**config.mk**
```make
export PLATFORM = sky130hd
export DESIGN_NAME = knn_driver_flat
export DESIGN_NICKNAME = d
export VERILOG_FILES = /design/src/rtl/knn_driver_pkg.sv /design/src/rtl/knn_driver_if.sv /design/src/rtl/knn_topk_insert.sv /design/src/rtl/knn_driver.sv /design/src/flat_wrapper.sv
export SDC_FILE = /design/constraint.sdc
export NUM_CORES = 2
export LEC_CHECK = 0
export BUFFER_PORTS_ARGS = -buffer_cell sky130_fd_sc_hd__buf_2
export CAP_MARGIN = 0
export CORE_MARGIN = 10
export CORE_UTILIZATION = 34
export CTS_BUF_LIST = sky130_fd_sc_hd__clkbuf_8 sky130_fd_sc_hd__clkbuf_16
export DETAILED_ROUTE_END_ITERATION = 7
export PLACE_DENSITY = 0.54
export SETUP_SLACK_MARGIN = 0.15
export SLEW_MARGIN = 20
export SYNTH_ARGS = -nofsm -noshare
export SYNTH_HDL_FRONTEND = slang
export SYNTH_MEMORY_MAX_BITS = 65536
export SYNTH_SLANG_ARGS = --single-unit
```
**constraint.sdc**
```tcl
create_clock -name clk_top -period 4.02 [get_ports clk_top]
set_input_delay 1.206 -clock clk_top [delete_from_list [all_inputs] [get_ports clk_top]]
set_output_delay 1.206 -clock clk_top [all_outputs]
set_load 0.01 [all_outputs]
```
**src/rtl/knn_driver_pkg.sv**
```systemverilog
// Shared types and sizing for the KNN driver slice. The macro block carries the
// KNN_Header.vh definitions so every file sees the same data width, depth and timeout.
`ifndef KNN_HEADER_VH
`define KNN_HEADER_VH
`define WDATA_W       16
`define KNN_BUF_DEPTH 256
`define KNN_TIMEOUT   1024
`endif

package knn_driver_pkg;

    localparam int WDATA_W         = `WDATA_W;
    localparam int BUF_DEPTH       = `KNN_BUF_DEPTH;
    localparam int DEFAULT_TIMEOUT = `KNN_TIMEOUT;
    localparam int ADDR_W          = 8;
    localparam int NUM_W           = 9;
    localparam int RANK_W          = 3;
    localparam int MAX_RANKS       = 8;

    typedef enum logic [2:0] {
        IDLE,
        START,
        ISSUE,
        WAIT,
        INSERT,
        FINISH
    } drv_state_t;

endpackage

```
**src/rtl/knn_driver_if.sv**
```systemverilog
// Core-side bus between the KNN driver (master) and the distance core (slave).
interface knn_driver_if;
    import knn_driver_pkg::*;

    logic               KNN_START_O;
    logic [WDATA_W-1:0] KNN_DATA_PT_O;
    logic [WDATA_W-1:0] KNN_TEST_PT_O;
    logic               KNN_VALID_O;
    logic               KNN_SAMPLE_O;
    logic [ADDR_W-1:0]  KNN_ADDRESS_O;
    logic [WDATA_W-1:0] KNN_ADD_I;
    logic               KNN_VALID_I;

    modport master (
        output KNN_START_O, KNN_DATA_PT_O, KNN_TEST_PT_O,
               KNN_VALID_O, KNN_SAMPLE_O, KNN_ADDRESS_O,
        input  KNN_ADD_I, KNN_VALID_I
    );

    modport slave (
        input  KNN_START_O, KNN_DATA_PT_O, KNN_TEST_PT_O,
               KNN_VALID_O, KNN_SAMPLE_O, KNN_ADDRESS_O,
        output KNN_ADD_I, KNN_VALID_I
    );

endinterface

```
**src/rtl/knn_topk_insert.sv**
```systemverilog
// Ascending K-entry list of (distance, index) pairs with single-cycle sorted insert
// and a combinational rank read port.
module knn_topk_insert
    import knn_driver_pkg::*;
#(
    parameter int K = 4
) (
    input  logic               clk,
    input  logic               srst,
    input  logic               clear,
    input  logic               insert,
    input  logic [WDATA_W-1:0] ins_dist,
    input  logic [ADDR_W-1:0]  ins_idx,
    input  logic [RANK_W-1:0]  rd_rank,
    output logic [WDATA_W-1:0] rd_dist,
    output logic [ADDR_W-1:0]  rd_index
);

    logic [WDATA_W-1:0] dist_reg  [K];
    logic [ADDR_W-1:0]  idx_reg   [K];
    logic [WDATA_W-1:0] dist_next [K];
    logic [ADDR_W-1:0]  idx_next  [K];
    logic [K-1:0]       less;

    logic [WDATA_W-1:0] rd_tab_dist [MAX_RANKS];
    logic [ADDR_W-1:0]  rd_tab_idx  [MAX_RANKS];

    genvar gi;
    generate
        for (gi = 0; gi < K; gi++) begin : g_entry
            // Strict compare: an equal distance lands behind existing entries.
            assign less[gi] = ins_dist < dist_reg[gi];

            if (gi == 0) begin : g_head
                assign dist_next[gi] = less[gi] ? ins_dist : dist_reg[gi];
                assign idx_next[gi]  = less[gi] ? ins_idx  : idx_reg[gi];
            end else begin : g_tail
                // less[] is monotone over a sorted list, so the first set bit is
                // the slot; entries after it take their predecessor's value.
                assign dist_next[gi] = !less[gi]    ? dist_reg[gi]   :
                                       less[gi-1]   ? dist_reg[gi-1] : ins_dist;
                assign idx_next[gi]  = !less[gi]    ? idx_reg[gi]    :
                                       less[gi-1]   ? idx_reg[gi-1]  : ins_idx;
            end

            always_ff @(posedge clk) begin
                if (srst || clear) begin
                    dist_reg[gi] <= '1;
                    idx_reg[gi]  <= '1;
                end else if (insert) begin
                    dist_reg[gi] <= dist_next[gi];
                    idx_reg[gi]  <= idx_next[gi];
                end
            end
        end

        // Ranks beyond K read back as empty slots.
        for (gi = 0; gi < MAX_RANKS; gi++) begin : g_rd
            if (gi < K) begin : g_live
                assign rd_tab_dist[gi] = dist_reg[gi];
                assign rd_tab_idx[gi]  = idx_reg[gi];
            end else begin : g_empty
                assign rd_tab_dist[gi] = '1;
                assign rd_tab_idx[gi]  = '1;
            end
        end
    endgenerate

    assign rd_dist  = rd_tab_dist[rd_rank];
    assign rd_index = rd_tab_idx[rd_rank];

endmodule

```
**src/rtl/knn_driver.sv**
```systemverilog
// Host-facing KNN run controller: buffers data points, feeds them one at a time to
// the distance core, and keeps the K nearest results.
module knn_driver
    import knn_driver_pkg::*;
#(
    parameter int K       = 4,
    parameter int TIMEOUT = DEFAULT_TIMEOUT
) (
    input  logic               clk_top,
    input  logic               rst_top,
    input  logic               DRV_WR_EN,
    input  logic [ADDR_W-1:0]  DRV_WR_ADDR,
    input  logic [WDATA_W-1:0] DRV_WR_DATA,
    input  logic [WDATA_W-1:0] DRV_TEST_PT,
    input  logic [NUM_W-1:0]   DRV_NUM_PTS,
    input  logic               DRV_GO,
    input  logic [RANK_W-1:0]  DRV_RD_IDX,
    output logic               DRV_BUSY,
    output logic               DRV_DONE,
    output logic               DRV_ERR,
    output logic [WDATA_W-1:0] DRV_NN_DIST,
    output logic [ADDR_W-1:0]  DRV_NN_IDX,
    knn_driver_if.master       core
);

    localparam int              WAIT_W    = $clog2(TIMEOUT + 1);
    localparam logic [WAIT_W-1:0] WAIT_LAST = WAIT_W'(TIMEOUT - 1);

    drv_state_t         state_reg,    state_next;
    logic [ADDR_W-1:0]  counter_reg,  counter_next;
    logic [NUM_W-1:0]   num_pts_reg,  num_pts_next;
    logic [WDATA_W-1:0] test_pt_reg,  test_pt_next;
    logic [WDATA_W-1:0] dist_reg,     dist_next;
    logic [WAIT_W-1:0]  wait_cnt_reg, wait_cnt_next;
    logic               err_reg,      err_next;
    logic               list_clear;
    logic               list_insert;
    logic               num_ok;

    logic [WDATA_W-1:0] buf_mem [BUF_DEPTH];
    logic [WDATA_W-1:0] rd_data_reg;

    assign num_ok = (DRV_NUM_PTS != '0) && (DRV_NUM_PTS <= NUM_W'(BUF_DEPTH));

    always_ff @(posedge clk_top) begin
        if (rst_top) begin
            state_reg    <= IDLE;
            counter_reg  <= '0;
            num_pts_reg  <= '0;
            test_pt_reg  <= '0;
            dist_reg     <= '0;
            wait_cnt_reg <= '0;
            err_reg      <= 1'b0;
        end else begin
            state_reg    <= state_next;
            counter_reg  <= counter_next;
            num_pts_reg  <= num_pts_next;
            test_pt_reg  <= test_pt_next;
            dist_reg     <= dist_next;
            wait_cnt_reg <= wait_cnt_next;
            err_reg      <= err_next;
        end
    end

    always_comb begin
        state_next    = state_reg;
        counter_next  = counter_reg;
        num_pts_next  = num_pts_reg;
        test_pt_next  = test_pt_reg;
        dist_next     = dist_reg;
        wait_cnt_next = wait_cnt_reg;
        err_next      = err_reg;
        list_clear    = 1'b0;
        list_insert   = 1'b0;

        case (state_reg)
            IDLE: begin
                if (DRV_GO) begin
                    if (num_ok) begin
                        num_pts_next = DRV_NUM_PTS;
                        test_pt_next = DRV_TEST_PT;
                        state_next   = START;
                    end else begin
                        // Degenerate run: empty result, no core traffic.
                        list_clear = 1'b1;
                        state_next = FINISH;
                    end
                end
            end
            START: begin
                list_clear   = 1'b1;
                counter_next = '0;
                err_next     = 1'b0;
                state_next   = ISSUE;
            end
            ISSUE: begin
                wait_cnt_next = '0;
                state_next    = WAIT;
            end
            WAIT: begin
                if (core.KNN_VALID_I) begin
                    dist_next  = core.KNN_ADD_I;
                    state_next = INSERT;
                end else if (wait_cnt_reg == WAIT_LAST) begin
                    err_next   = 1'b1;
                    state_next = FINISH;
                end else begin
                    wait_cnt_next = wait_cnt_reg + 1'b1;
                end
            end
            INSERT: begin
                list_insert  = 1'b1;
                counter_next = counter_reg + 1'b1;
                if ({1'b0, counter_reg} == num_pts_reg - 1'b1) begin
                    state_next = FINISH;
                end else begin
                    state_next = ISSUE;
                end
            end
            FINISH: begin
                state_next = IDLE;
            end
            default: begin
                state_next = IDLE;
            end
        endcase
    end

    // Read address follows counter_next so rd_data_reg always matches counter_reg,
    // which puts the right point on the bus in the ISSUE cycle.
    always_ff @(posedge clk_top) begin
        if (DRV_WR_EN && (state_reg == IDLE)) begin
            buf_mem[DRV_WR_ADDR] <= DRV_WR_DATA;
        end
        rd_data_reg <= buf_mem[counter_next];
    end

    knn_topk_insert #(
        .K (K)
    ) u_topk (
        .clk      (clk_top),
        .srst     (rst_top),
        .clear    (list_clear),
        .insert   (list_insert),
        .ins_dist (dist_reg),
        .ins_idx  (counter_reg),
        .rd_rank  (DRV_RD_IDX),
        .rd_dist  (DRV_NN_DIST),
        .rd_index (DRV_NN_IDX)
    );

    assign core.KNN_START_O   = (state_reg == START);
    assign core.KNN_VALID_O   = (state_reg == ISSUE);
    assign core.KNN_SAMPLE_O  = (state_reg == ISSUE);
    assign core.KNN_ADDRESS_O = counter_reg;
    assign core.KNN_DATA_PT_O = (state_reg == ISSUE) ? rd_data_reg : '0;
    assign core.KNN_TEST_PT_O = test_pt_reg;

    assign DRV_BUSY = (state_reg != IDLE);
    assign DRV_DONE = (state_reg == FINISH);
    assign DRV_ERR  = err_reg;

endmodule

```
**src/flat_wrapper.sv**
```systemverilog
// flat-port wrapper written by rule: the top's interface ports become plain ports
module knn_driver_flat import knn_driver_pkg::*;
#(
    parameter int K       = 4,
    parameter int TIMEOUT = DEFAULT_TIMEOUT
)
  (clk_top, rst_top, DRV_WR_EN, DRV_WR_ADDR, DRV_WR_DATA, DRV_TEST_PT, DRV_NUM_PTS, DRV_GO, DRV_RD_IDX, DRV_BUSY, DRV_DONE, DRV_ERR, DRV_NN_DIST, DRV_NN_IDX, core_KNN_START_O, core_KNN_DATA_PT_O, core_KNN_TEST_PT_O, core_KNN_VALID_O, core_KNN_SAMPLE_O, core_KNN_ADDRESS_O, core_KNN_ADD_I, core_KNN_VALID_I);
  knn_driver_if core_i ();
  input  logic clk_top;
  input  logic rst_top;
  input  logic DRV_WR_EN;
  input  logic [ADDR_W-1:0] DRV_WR_ADDR;
  input  logic [WDATA_W-1:0] DRV_WR_DATA;
  input  logic [WDATA_W-1:0] DRV_TEST_PT;
  input  logic [NUM_W-1:0] DRV_NUM_PTS;
  input  logic DRV_GO;
  input  logic [RANK_W-1:0] DRV_RD_IDX;
  output logic DRV_BUSY;
  output logic DRV_DONE;
  output logic DRV_ERR;
  output logic [WDATA_W-1:0] DRV_NN_DIST;
  output logic [ADDR_W-1:0] DRV_NN_IDX;
  output wire logic [$bits(core_i.KNN_START_O)-1:0] core_KNN_START_O;
  output wire logic [$bits(core_i.KNN_DATA_PT_O)-1:0] core_KNN_DATA_PT_O;
  output wire logic [$bits(core_i.KNN_TEST_PT_O)-1:0] core_KNN_TEST_PT_O;
  output wire logic [$bits(core_i.KNN_VALID_O)-1:0] core_KNN_VALID_O;
  output wire logic [$bits(core_i.KNN_SAMPLE_O)-1:0] core_KNN_SAMPLE_O;
  output wire logic [$bits(core_i.KNN_ADDRESS_O)-1:0] core_KNN_ADDRESS_O;
  input wire logic [$bits(core_i.KNN_ADD_I)-1:0] core_KNN_ADD_I;
  input wire logic [$bits(core_i.KNN_VALID_I)-1:0] core_KNN_VALID_I;
  assign core_KNN_START_O = core_i.KNN_START_O;
  assign core_KNN_DATA_PT_O = core_i.KNN_DATA_PT_O;
  assign core_KNN_TEST_PT_O = core_i.KNN_TEST_PT_O;
  assign core_KNN_VALID_O = core_i.KNN_VALID_O;
  assign core_KNN_SAMPLE_O = core_i.KNN_SAMPLE_O;
  assign core_KNN_ADDRESS_O = core_i.KNN_ADDRESS_O;
  assign core_i.KNN_ADD_I = core_KNN_ADD_I;
  assign core_i.KNN_VALID_I = core_KNN_VALID_I;
  knn_driver #(.K(K), .TIMEOUT(TIMEOUT)) u_core (.clk_top(clk_top), .rst_top(rst_top), .DRV_WR_EN(DRV_WR_EN), .DRV_WR_ADDR(DRV_WR_ADDR), .DRV_WR_DATA(DRV_WR_DATA), .DRV_TEST_PT(DRV_TEST_PT), .DRV_NUM_PTS(DRV_NUM_PTS), .DRV_GO(DRV_GO), .DRV_RD_IDX(DRV_RD_IDX), .DRV_BUSY(DRV_BUSY), .DRV_DONE(DRV_DONE), .DRV_ERR(DRV_ERR), .DRV_NN_DIST(DRV_NN_DIST), .DRV_NN_IDX(DRV_NN_IDX), .core(core_i));
endmodule
```
==> impl_metrics.toml <==
[synthesis]
yosys_most_used_dff = "edfxtp_1"
ys_seq_area_share_pct = 72.1
synth_seq_cells = 4272
synth_common_cells = "edfxtp_1 (4,192), nand2_1 (3,105), nand3_1 (1,145)"
async_reset_ff_share_pct = 0
syn_inst = 13400
yosys-top-cells-area = "edfxtp_1 (71%), nand2_1 (6.6%), mux2i_1 (4.5%), nand3_1 (3.2%), a21oi_1 (1.8%)"
synth_top_cell_by_area = "edfxtp_1"
yosys_warnings = 0
synth_cell_types = 87
yosysTopAreaCellShare_pct = 71.2
syn_nets = 13500
synth_most_common_cell = "edfxtp_1"
synth.avg_cell_area_sq_um = 13.2
netlist_area_sq_um = 177000
synth_edf_count = 4192

[min_path]
hold_path.class = "input port to flip-flop"

[floorplanning]
initial_core_util_pct = 34.2
die_h_um = 741
die_w_um = 741
die-area_sq_um = 549000
pin_count = 143
core-area_sq_um = 518000
rows = 264

[setup_path]
worstPathRequired_ns = 4.94
critPathArrivalTime_ns = 4.84
critPathMaxFanout = 16
worst_setup_path_end_kind = "flip-flop"
startpoint_type = "flip-flop"
critical_path_class = "flip-flop to flip-flop"

[routing]
wl_per_cell_um = 27.3
vias = 118000
wl_um = 595000
ant_nets = 0
drt_iter0_markers = 14700
drcViolationCount = 0
via_per_inst = 5.43
drtPass1Iterations = 6

[pwr]
cellLeakagePower_nw = 73.0
vdd_drop_max_uv = 405
power_density_nw_per_um2 = 508

[clock_network]
cts_buffers = 444
clk_latency_ns = 1.04
cts-root-buf = "clkbuf_16"
cts_buffer_depth = 4
path_clk_slew_ns = 0.06
hold_buffers = 0
cts_sinks = 4272
htreeDepth = 5
cts_tree = "yes"

[timing]
period_share_pct = 97.5
post-route-min-period_ns = 3.92
max_freq_mhz = 255
worst_pin_slew_ns = 1.09
relSlewSlack_pct = 26.6
maxSlewViolCount = 0
tns_ns = 0
fin_skew_ns = 0.0900
hold_viol = 0
grt_setup_unrepaired = "yes"
setup_viol = 0

[placed_design]
io_buffer_count = 142
gp_congestion = 0.883
dpl.hpwl_um = 367000

[grt]
grt_antenna_before_repair = 28
globalRoute.totalOverflow = 0
grt_max_degree = 161
grt-busiest-layer = "met2"
grt_pass1_wl_um = 832000
met3_usage_pct = 2.95
grt_pass1_vias = 110000
track_usage_pct = 20.5
use_met2_pct = 32.0
met1_usage_pct = 29.2

[outcome]
status = "complete, no violations"

[cells_and_area]
fin_nets = 14600
utilization_pct = 41.1
drive_gt1_share_pct = 17.2
largest_register_ff_count = 4096
n_fill_cell = 47700
syn_to_final_growth_pct = 20.3

[flow_run]
max_cap_viol_count = 0
## cell families after synthesis
kind of cell / Yosys count / share of synthesized area [%]
xor+xnor: 21 / 0.104
fa+ha+maj: 63 / 0.446
mux: 828 / 4.86
compound gates: 1879 / 7.06
buf+inv: 1041 / 2.65
simple gates: 5308 / 12.8
flops: 4272 / 72.1
## critical path, cell delays in order, from the launching register on
cell	delay, ns
dfxtp_4	0.38
buf_8	0.15
nor3b_4	0.34
buf_4	0.18
mux2i_1	0.17
a21o_1	0.23
nand4_2	0.27
buf_4	0.30
buf_6	0.20
nor3_1	0.57
buf_4	0.24
nor4_1	0.05
o211ai_1	0.18
buf_4	0.18
nor3_4	0.06
buf_4	0.15
a21o_1	0.15
## worst paths after layout
check	startpoint	end	slack, ns	depth (start not counted)
max	u_core.state_reg[0]	u_core.rd_data_reg[10]	0.1	16
min	core_KNN_ADD_I[3]	u_core.dist_reg[3]	0.43	3
max reg2reg	u_core.state_reg[0]	u_core.rd_data_reg[10]	0.1	16
min reg2reg	u_core.core.KNN_TEST_PT_O[10]	u_core.core.KNN_TEST_PT_O[10]	0.45	2
## cell type report
| cell class | count | area [sq um] | area share [%] |
|---|---|---|---|
| tap | 6916 | 8650 | 4.07 |
| inverter | 99 | 378 | 0.178 |
| clock inverter | 365 | 2790 | 1.31 |
| timing repair buffer | 1528 | 15400 | 7.24 |
| multi-input combinational | 8099 | 46500 | 21.9 |
| antenna | 25 | 62.6 | 0.0294 |
| sequential | 4272 | 127000 | 60.0 |
| clock buffer | 452 | 11300 | 5.29 |
## per-layer routing
layer  up-vias  routed length [um]  part of all wire [%]
met5         -                  82                 0.014
met4        12               23900                   4.0
met3       854               48600                   8.2
met2      5111              269000                    45
met1     60000              253000                    43
li1      52300                   -                     -
## power by group
part / total, mW / internal (mW) / switching, mW
registers: 49.4 / 49.1 / 0.205
clock network: 40.2 / 22.5 / 17.7
logic: 18.4 / 6.41 / 11.9
## stage by stage
stage                     std cells  instance area, sq um  hold WS, ns  setup WS (ns)  total power, mW
after floorplan               13400                177000        0.428          0.168             59.4
after global placement        20800                195000        0.437          -1.15             66.9
after detailed placement      20800                195000        0.444         -0.750             67.0
after CTS                     21700                211000        0.351         0.0500              108
after global routing          21700                213000        0.404         0.0687              112
final                         21800                213000        0.430         0.0992              108
## timing repair
action                     in CTS  in global routing
hold endpoints to repair        0                  0
pin swaps                      39                 37
gates cloned                   17                 15
setup endpoints to repair      37                 18
gates resized for setup       222                182
buffers inserted               55                 29
## cell usage in the layout, fill, tap and decap left out, types with 51 or more instances in the layout
| cell | netlist | layout |
|---|---|---|
| edfxtp_1 | 4192 | 4192 |
| nand2_1 | 3105 | 3089 |
| nand3_1 | 1145 | 1137 |
| buf_4 | 61 | 1077 |
| mux2i_1 | 800 | 800 |
| a21oi_1 | 626 | 618 |
| nor2_1 | 515 | 497 |
| clkbuf_16 | 0 | 462 |
| o21ai_0 | 236 | 228 |
| buf_12 | 0 | 213 |
| nor3_1 | 231 | 182 |
| inv_1 | 98 | 175 |
| o22ai_1 | 174 | 167 |
| a221oi_1 | 141 | 130 |
| clkinv_1 | 0 | 123 |
| buf_2 | 355 | 122 |
| a311oi_1 | 119 | 103 |
| clkinv_2 | 0 | 85 |
| dfxtp_1 | 80 | 76 |
| a32oi_1 | 78 | 72 |
| a21o_1 | 71 | 71 |
| a31oi_1 | 80 | 67 |
| ha_1 | 63 | 63 |
| o211ai_1 | 55 | 55 |
| nand4_1 | 51 | 51 |
(Power assumes the default switching activity.)
